--- src/rtl/bytestream_packet_decoder.sv ---
// Unescapes the host byte stream into sop/eop/channel packet beats behind a single output register.
// Optional BYTESTREAM_DECODER_STATS_EN adds pkt_count and err_count outputs.
//
// state  | meaning
// IDLE   | no packet open; a data byte without a pending SOP is a protocol error
// IN_PKT | a SOP beat was delivered and no EOP beat has followed yet
module bytestream_packet_decoder #(
  parameter int unsigned CHANNEL_WIDTH = 8,
  parameter logic [7:0]  ESC_XOR       = 8'h20
) (
  input  logic                     clk,
  input  logic                     reset_n,
  input  logic                     in_valid,
  input  logic [7:0]               in_data,
  output logic                     in_ready,
  output logic                     out_valid,
  output logic [7:0]               out_data,
  output logic                     out_sop,
  output logic                     out_eop,
  output logic [CHANNEL_WIDTH-1:0] out_channel,
  input  logic                     out_ready,
  output logic                     proto_error
`ifdef BYTESTREAM_DECODER_STATS_EN
  ,
  output logic [15:0]              pkt_count,
  output logic [15:0]              err_count
`endif
);

  localparam logic [7:0] K_SOP  = 8'h7A;
  localparam logic [7:0] K_EOP  = 8'h7B;
  localparam logic [7:0] K_CHAN = 8'h7C;
  localparam logic [7:0] K_ESC  = 8'h7D;

  typedef enum logic {IDLE, IN_PKT} state_t;

  state_t                   state, state_n;
  logic                     sop_pend, eop_pend, chan_pend, esc_pend;
  logic                     sop_n, eop_n, chan_n, esc_n;
  logic [CHANNEL_WIDTH-1:0] channel, channel_n;
  logic                     accept, load, err, is_ctrl;
  logic [7:0]               byte_val;

  // Held low through reset so nothing upstream is consumed before the decoder is live.
  assign in_ready = reset_n & (~out_valid | out_ready);
  assign accept   = in_valid & in_ready;
  assign is_ctrl  = (in_data == K_SOP) || (in_data == K_EOP) || (in_data == K_CHAN);

  always_comb begin
    state_n   = state;
    sop_n     = sop_pend;
    eop_n     = eop_pend;
    chan_n    = chan_pend;
    esc_n     = esc_pend;
    channel_n = channel;
    byte_val  = in_data;
    load      = 1'b0;
    err       = 1'b0;
    if (accept) begin
      if (esc_pend) begin
        esc_n    = 1'b0;
        byte_val = in_data ^ ESC_XOR;
        if (chan_pend) begin
          chan_n    = 1'b0;
          channel_n = byte_val[CHANNEL_WIDTH-1:0];
        end else begin
          load = 1'b1;
        end
      end else if (in_data == K_ESC) begin
        esc_n = 1'b1;
      end else if (chan_pend && !is_ctrl) begin
        chan_n    = 1'b0;
        channel_n = in_data[CHANNEL_WIDTH-1:0];
      end else begin
        // A control byte where a channel number was expected aborts the channel load.
        if (chan_pend) begin
          chan_n = 1'b0;
          err    = 1'b1;
        end
        case (in_data)
          K_SOP: begin
            if (eop_pend || state == IN_PKT) err = 1'b1;
            eop_n = 1'b0;
            sop_n = 1'b1;
          end
          K_EOP: begin
            if (eop_pend) err = 1'b1;
            eop_n = 1'b1;
          end
          K_CHAN:  chan_n = 1'b1;
          default: load   = 1'b1;
        endcase
      end
    end
    if (load) begin
      if (!sop_pend && state == IDLE) err = 1'b1;
      sop_n = 1'b0;
      eop_n = 1'b0;
      if (eop_pend)      state_n = IDLE;
      else if (sop_pend) state_n = IN_PKT;
    end
  end

  always_ff @(posedge clk or negedge reset_n) begin
    if (!reset_n) begin
      state     <= IDLE;
      sop_pend  <= 1'b0;
      eop_pend  <= 1'b0;
      chan_pend <= 1'b0;
      esc_pend  <= 1'b0;
      channel   <= '0;
    end else begin
      state     <= state_n;
      sop_pend  <= sop_n;
      eop_pend  <= eop_n;
      chan_pend <= chan_n;
      esc_pend  <= esc_n;
      channel   <= channel_n;
    end
  end

  always_ff @(posedge clk or negedge reset_n) begin
    if (!reset_n) begin
      out_valid   <= 1'b0;
      out_data    <= '0;
      out_sop     <= 1'b0;
      out_eop     <= 1'b0;
      out_channel <= '0;
      proto_error <= 1'b0;
    end else begin
      proto_error <= err;
      if (load) begin
        out_valid   <= 1'b1;
        out_data    <= byte_val;
        out_sop     <= sop_pend;
        out_eop     <= eop_pend;
        out_channel <= channel;
      end else if (out_ready) begin
        out_valid <= 1'b0;
      end
    end
  end

`ifdef BYTESTREAM_DECODER_STATS_EN
  always_ff @(posedge clk or negedge reset_n) begin
    if (!reset_n) begin
      pkt_count <= '0;
      err_count <= '0;
    end else begin
      if (out_valid && out_ready && out_eop) pkt_count <= pkt_count + 16'd1;
      if (proto_error && err_count != 16'hFFFF) err_count <= err_count + 16'd1;
    end
  end
`endif

endmodule

--- config.mk ---
export PLATFORM = sky130hd
export DESIGN_NAME = bytestream_packet_decoder
export DESIGN_NICKNAME = d
export VERILOG_FILES = /design/src/rtl/bytestream_packet_decoder.sv
export SDC_FILE = /design/constraint.sdc
export NUM_CORES = 1
export LEC_CHECK = 0
export ABC_AREA = 0
export CELL_PAD_IN_SITES_DETAIL_PLACEMENT = 1
export CELL_PAD_IN_SITES_GLOBAL_PLACEMENT = 2
export CORE_UTILIZATION = 30
export CTS_CLUSTER_SIZE = 8
export DETAILED_ROUTE_END_ITERATION = 6
export GPL_TIMING_DRIVEN = 0
export PLACE_DENSITY_LB_ADDON = 0.1
export SETUP_SLACK_MARGIN = 0.3
export SLEW_MARGIN = 20
export SYNTH_ARGS = -nofsm -noshare
export SYNTH_HDL_FRONTEND = slang
export SYNTH_SLANG_ARGS = --single-unit
--- constraint.sdc ---
create_clock -name clk -period 1.7 [get_ports clk]
set_clock_uncertainty 0.05 [all_clocks]
set_input_delay 0.255 -clock clk [delete_from_list [all_inputs] [get_ports clk]]
set_output_delay 0.255 -clock clk [all_outputs]
set_load 0.05 [all_outputs]
After elaboration in Yosys (flattened, before gate mapping)
Index checks and enable logic that the tools add are counted.
- eq/ne operators: 9
- multiplexer cells: 44
- bitwise gates (word level): 6
- reduce and logical (&&, ||, !) cells: 19
- operators by type and width (kind ; number):
    two-way mux 1 bit ; 36
    equality test 8 x 7 -> 1 bit, second input constant ; 4
    two-way mux 8 bit ; 4
    two-way mux 6 bit ; 2
    AND reduction 5 bit ; 2
    nonzero test 2 bit ; 5
    inequality test 2 bit, second input constant ; 4
    case mux 1 bit (2 select lines) ; 2
    AND reduction 2 bit ; 2
    AND reduction 4 bit ; 1
    logical OR 1 bit ; 3
    inverter 1 bit ; 3
    nonzero test 3 bit ; 1
    OR reduction 3 bit ; 1
    AND 1 bit ; 2
    logical AND 1 bit ; 2
    logical NOT 1 bit ; 2
    inequality test 2 x 1 -> 1 bit, second input constant ; 1
    OR 1 bit ; 1
- flip-flop bits (word level): 33
- bits of input ports: 12
- output and inout port bits: 21

Logic depth before layout (Yosys ltp)
- depth after elaboration: 11
- depth in mapped cells: 5
- gate-level depth less buffers: 4

Least setup slack after synthesis
Ideal clock, no wire load.
- kind: reg2reg
- from: register out_valid
- to: register eop_pend
- library setup time: 0.126 ns
- arrival: 1.768 ns
- data required time: 1.524 ns
- path slack: -0.244 ns
- stages on the path, launching flop included: 6
- period minus slack after synthesis: 1.944 ns
- cells stage by stage: dfrtp_1 -> nand2b_2 -> nand3_2 -> or3_4 -> buf_12 -> a221o_1
- word-level cells in the longest chain between the ends: 7
- elaborated cells on any way between the ends: 12
- those cells by class: eq/ne: 3; mux: 2; bitwise: 4; reduce/logical: 3
- RTL lines (what ; RTL line ; source):
    start, declared ; 16 ; output logic out_valid,
    start signal, assigned ; 124 ; out_valid <= 1'b0;
    start signal, assigned ; 133 ; out_valid <= 1'b1;
    start signal, assigned ; 139 ; out_valid <= 1'b0;
    inverter 1 bit * ; 45 ; assign in_ready = reset_n & (~out_valid | out_ready);
    OR 1 bit * ; 45 ;
    AND 1 bit * ; 45 ;
    AND 1 bit * ; 46 ; assign accept = in_valid & in_ready;
    two-way mux 1 bit ; 59 ; if (accept) begin
    inequality test 2 bit (no line), or another cell as far along ; -- ;
    AND reduction 5 bit (no line) ; -- ;
    end signal, assigned ; 115 ; eop_pend <= eop_n;
    end, declared ; 38 ; logic sop_pend, eop_pend, chan_pend, esc_pend;
Every way passes the cells marked *; elsewhere a longest branch is shown, timed or not.
A chain may end at the register's enable or synchronous reset.

Worst setup path in the final report
- from: register esc_pend
- to: register out_data[3]
- word-level cells in the longest chain between the ends: 2
- RTL lines (what ; RTL line ; source):
    start, declared ; 38 ;
    start signal, assigned ; 117 ; esc_pend <= esc_n;
    two-way mux 1 bit ; 60 ; if (esc_pend) begin
    two-way mux 1 bit ; 59 ;
    end signal, assigned ; 134 ; out_data <= byte_val;
    end, declared ; 17 ; output logic [7:0] out_data,
No other way between the ends.

==> metrics.csv <==
metric;value;unit
intPower;2.23;mW
critPathKind;reg -> reg;
antenna_found_initial;0;
clk_latency;0.28;ns
cp.arrival;1.96;ns
hold_path_class;in -> reg;
synth_area_leader_cell;dfrtp_1;
core_area;4790;sq um
netlist_instances;106;
syn_nets;118;
p_sw;1.26;mW
whs_path_depth;2;
critPathLaunchType;register;
hold_violations;0;
syn_area_per_cell;14.3;sq um
wirelength;4250;um
grt_usage;0.182;
dp_slack;-0.640;ns
ys_ff_latch;33;
relSlewSlack;0.674;
drive_above_1_share;0.608;
async_flop_share;1.00;
drt-initial-drc-count;44;
wl_per_cell;17.5;um
first_global_vias;1246;
cts_sinks;33;
maxCapViolCount;0;
via_per_inst;4.74;
multi_input_area;724;sq um
clk_pin_slew;0.07;ns
die_h;73.0;um
dieArea;5330;sq um
combPwrFrac;0.419;
cts_tree;done;
ant_nets;0;
leakagePower;1.12;nW
dr.pass1.iters;4;
worst_r2r_path_depth;6;
vias;1153;
outcome;finished, violations left;
drc;0;
netSwitchingFraction;0.362;
clock_path_buffers;2;
grt_pass1_wl;6930;um
fin_crit_sh;1.08;
seq_area;828;sq um
initial_core_util;0.316;
synth_area_leaders;dfrtp_1 (55%), mux2_4 (14%), mux2_2 (8.2%);
cpMaxStageDelayCell;dfrtp_2;
num-nets-final;187;
slew_violations;0;
worstPathMaxFanout;5;
htree_levels;2;
placement.io_buffers;32;
num-fill-cells;486;
rows;25;
p_per_area;1410;nW/um^2
rsz0062_at_grt;yes;
layout.cells.most_common_list;dfrtp_1 (31), clkdlybuf4s15_2 (19), mux2_4 (17);
rrSetupSlack;-0.14;ns
violations;negative setup slack;
worst_pin_slew;0.488;ns
cts_buffers;5;
syn_to_final_growth;63.4;%
hpwl;2430;um
crit_path_frequent_cell;buf_12;
p_seq_frac;0.331;
fin_crit;1.84;ns
peakVddDrop;0.000804;V
worst_ep_required_time;1.82;ns
synth_area;1510;sq um
num_io_pins;33;
synth_edf_count;0;
routabilityCongestion;0.866;
fin_ws;-0.140;ns
diodes;0;
overflow;0;
final_common_cell;dfrtp_1;
crit_chain;or2b_1 > a211oi_4 > or3_4 > buf_12 > buf_12 > mux2_4;
root_buffer;clkbuf_8;
setup_violations;30;
end_kind;register;
fmax;543;MHz
die_w;73.0;um
synthFlopType;dfrtp_1;
cpPeakStageDelay;0.42;ns
synth_seq_area_share;0.545;
netlist.area_leader.share;0.545;
timing.setup.tns;-3.00;ns
p_clk_frac;0.251;
ys_types;36;
synth-warning-count;0;
grt_max_degree;24;
## sequential cells by signal, summed over array words and instances (netlist names)
name and count:
channel 8, out_channel 8, out_data 8, chan_pend 1, eop_pend 1, esc_pend 1, out_eop 1, out_sop 1
out_valid 1, proto_error 1, sop_pend 1, state 1
## power groups by stage
stage	clock (mW)	combinational, mW	sequential [mW]
floorplan	0	0.383	1.71
global placement	0	1.37	1.16
detailed placement	0	1.39	1.17
CTS	0.898	1.45	1.16
global route	0.924	1.53	1.19
finish	0.874	1.46	1.15
## routing by layer
| layer | track usage | up-vias | share of wire |
|---|---|---|---|
| li1 | - | 520 | - |
| met1 | 0.234 | 587 | 0.42 |
| met2 | 0.284 | 37 | 0.50 |
| met3 | 0.0387 | 9 | 0.044 |
| met4 | 0.100 | 0 | 0.029 |
| met5 | 0 | - | 0 |
## critical path, delay by kind of cell (launching register included)
family / cells / cell delay [ns]
compound gates: 1 / 0.24
mux: 1 / 0.30
simple gates: 2 / 0.49
buf+inv: 2 / 0.23
flops: 1 / 0.42
## cells by family after synthesis
logic type,Yosys count,share of synthesized area
DFF,33,0.545
muxes,25,0.221
and+or+nand+nor,24,0.107
AOI/OAI and AO/OA,17,0.0901
buffers and inverters,6,0.0314
xor gates and xnor gates,1,0.00579
## stage by stage
step | utilization | hold slack [ns] | power, mW | cells | area, sq um
global route | 0.517 | 0.158 | 3.64 | 243 | 2470
finish | 0.517 | 0.166 | 3.49 | 243 | 2470
detailed placement | 0.408 | 0.145 | 2.56 | 206 | 1950
global placement | 0.404 | 0.416 | 2.53 | 205 | 1930
CTS | 0.505 | 0.158 | 3.51 | 239 | 2420
floorplan | - | -0.0906 | 2.09 | 106 | 1530
## worst paths after layout
check                      startpoint          end
hold reg to reg               out_sop      out_sop
setup reg to reg             esc_pend  out_data[3]
hold / removal             in_data[7]  out_data[7]
setup / recovery             esc_pend  out_data[3]
min in group asynchronous     reset_n  out_data[0]
max in group asynchronous     reset_n    out_valid
## synthesized netlist by cell type (2+ instances only)
library cell,instances
mux2_4,14
o21a_1,2
nor3_1,2
a21oi_1,3
or2b_1,3
nor3_2,2
mux2_2,11
o211ai_1,2
o21ai_0,2
nor2_1,2
inv_1,3
nand2_1,4
dfrtp_1,33
## layout make-up
| type | instances | share of cell area |
|---|---|---|
| Clock buffer | 5 | 0.0278 |
| Sequential cell | 33 | 0.335 |
| Tap cell | 67 | 0.0339 |
| Buffer | 3 | 0.0147 |
| Multi-Input combinational cell | 67 | 0.293 |
| Clock inverter | 3 | 0.0263 |
| Timing Repair Buffer | 62 | 0.265 |
| Inverter | 3 | 0.00455 |
## what timing repair did
action,4_1_cts,5_1_grt
hold buffers,2,0
resized for setup,106,18
gates cloned,2,0
pin swaps,9,5
endpoints found under the setup margin,53,34
setup buffers,21,4
endpoints found under the hold margin,10,0
Note: power is estimated with default switching activity, not from simulation.
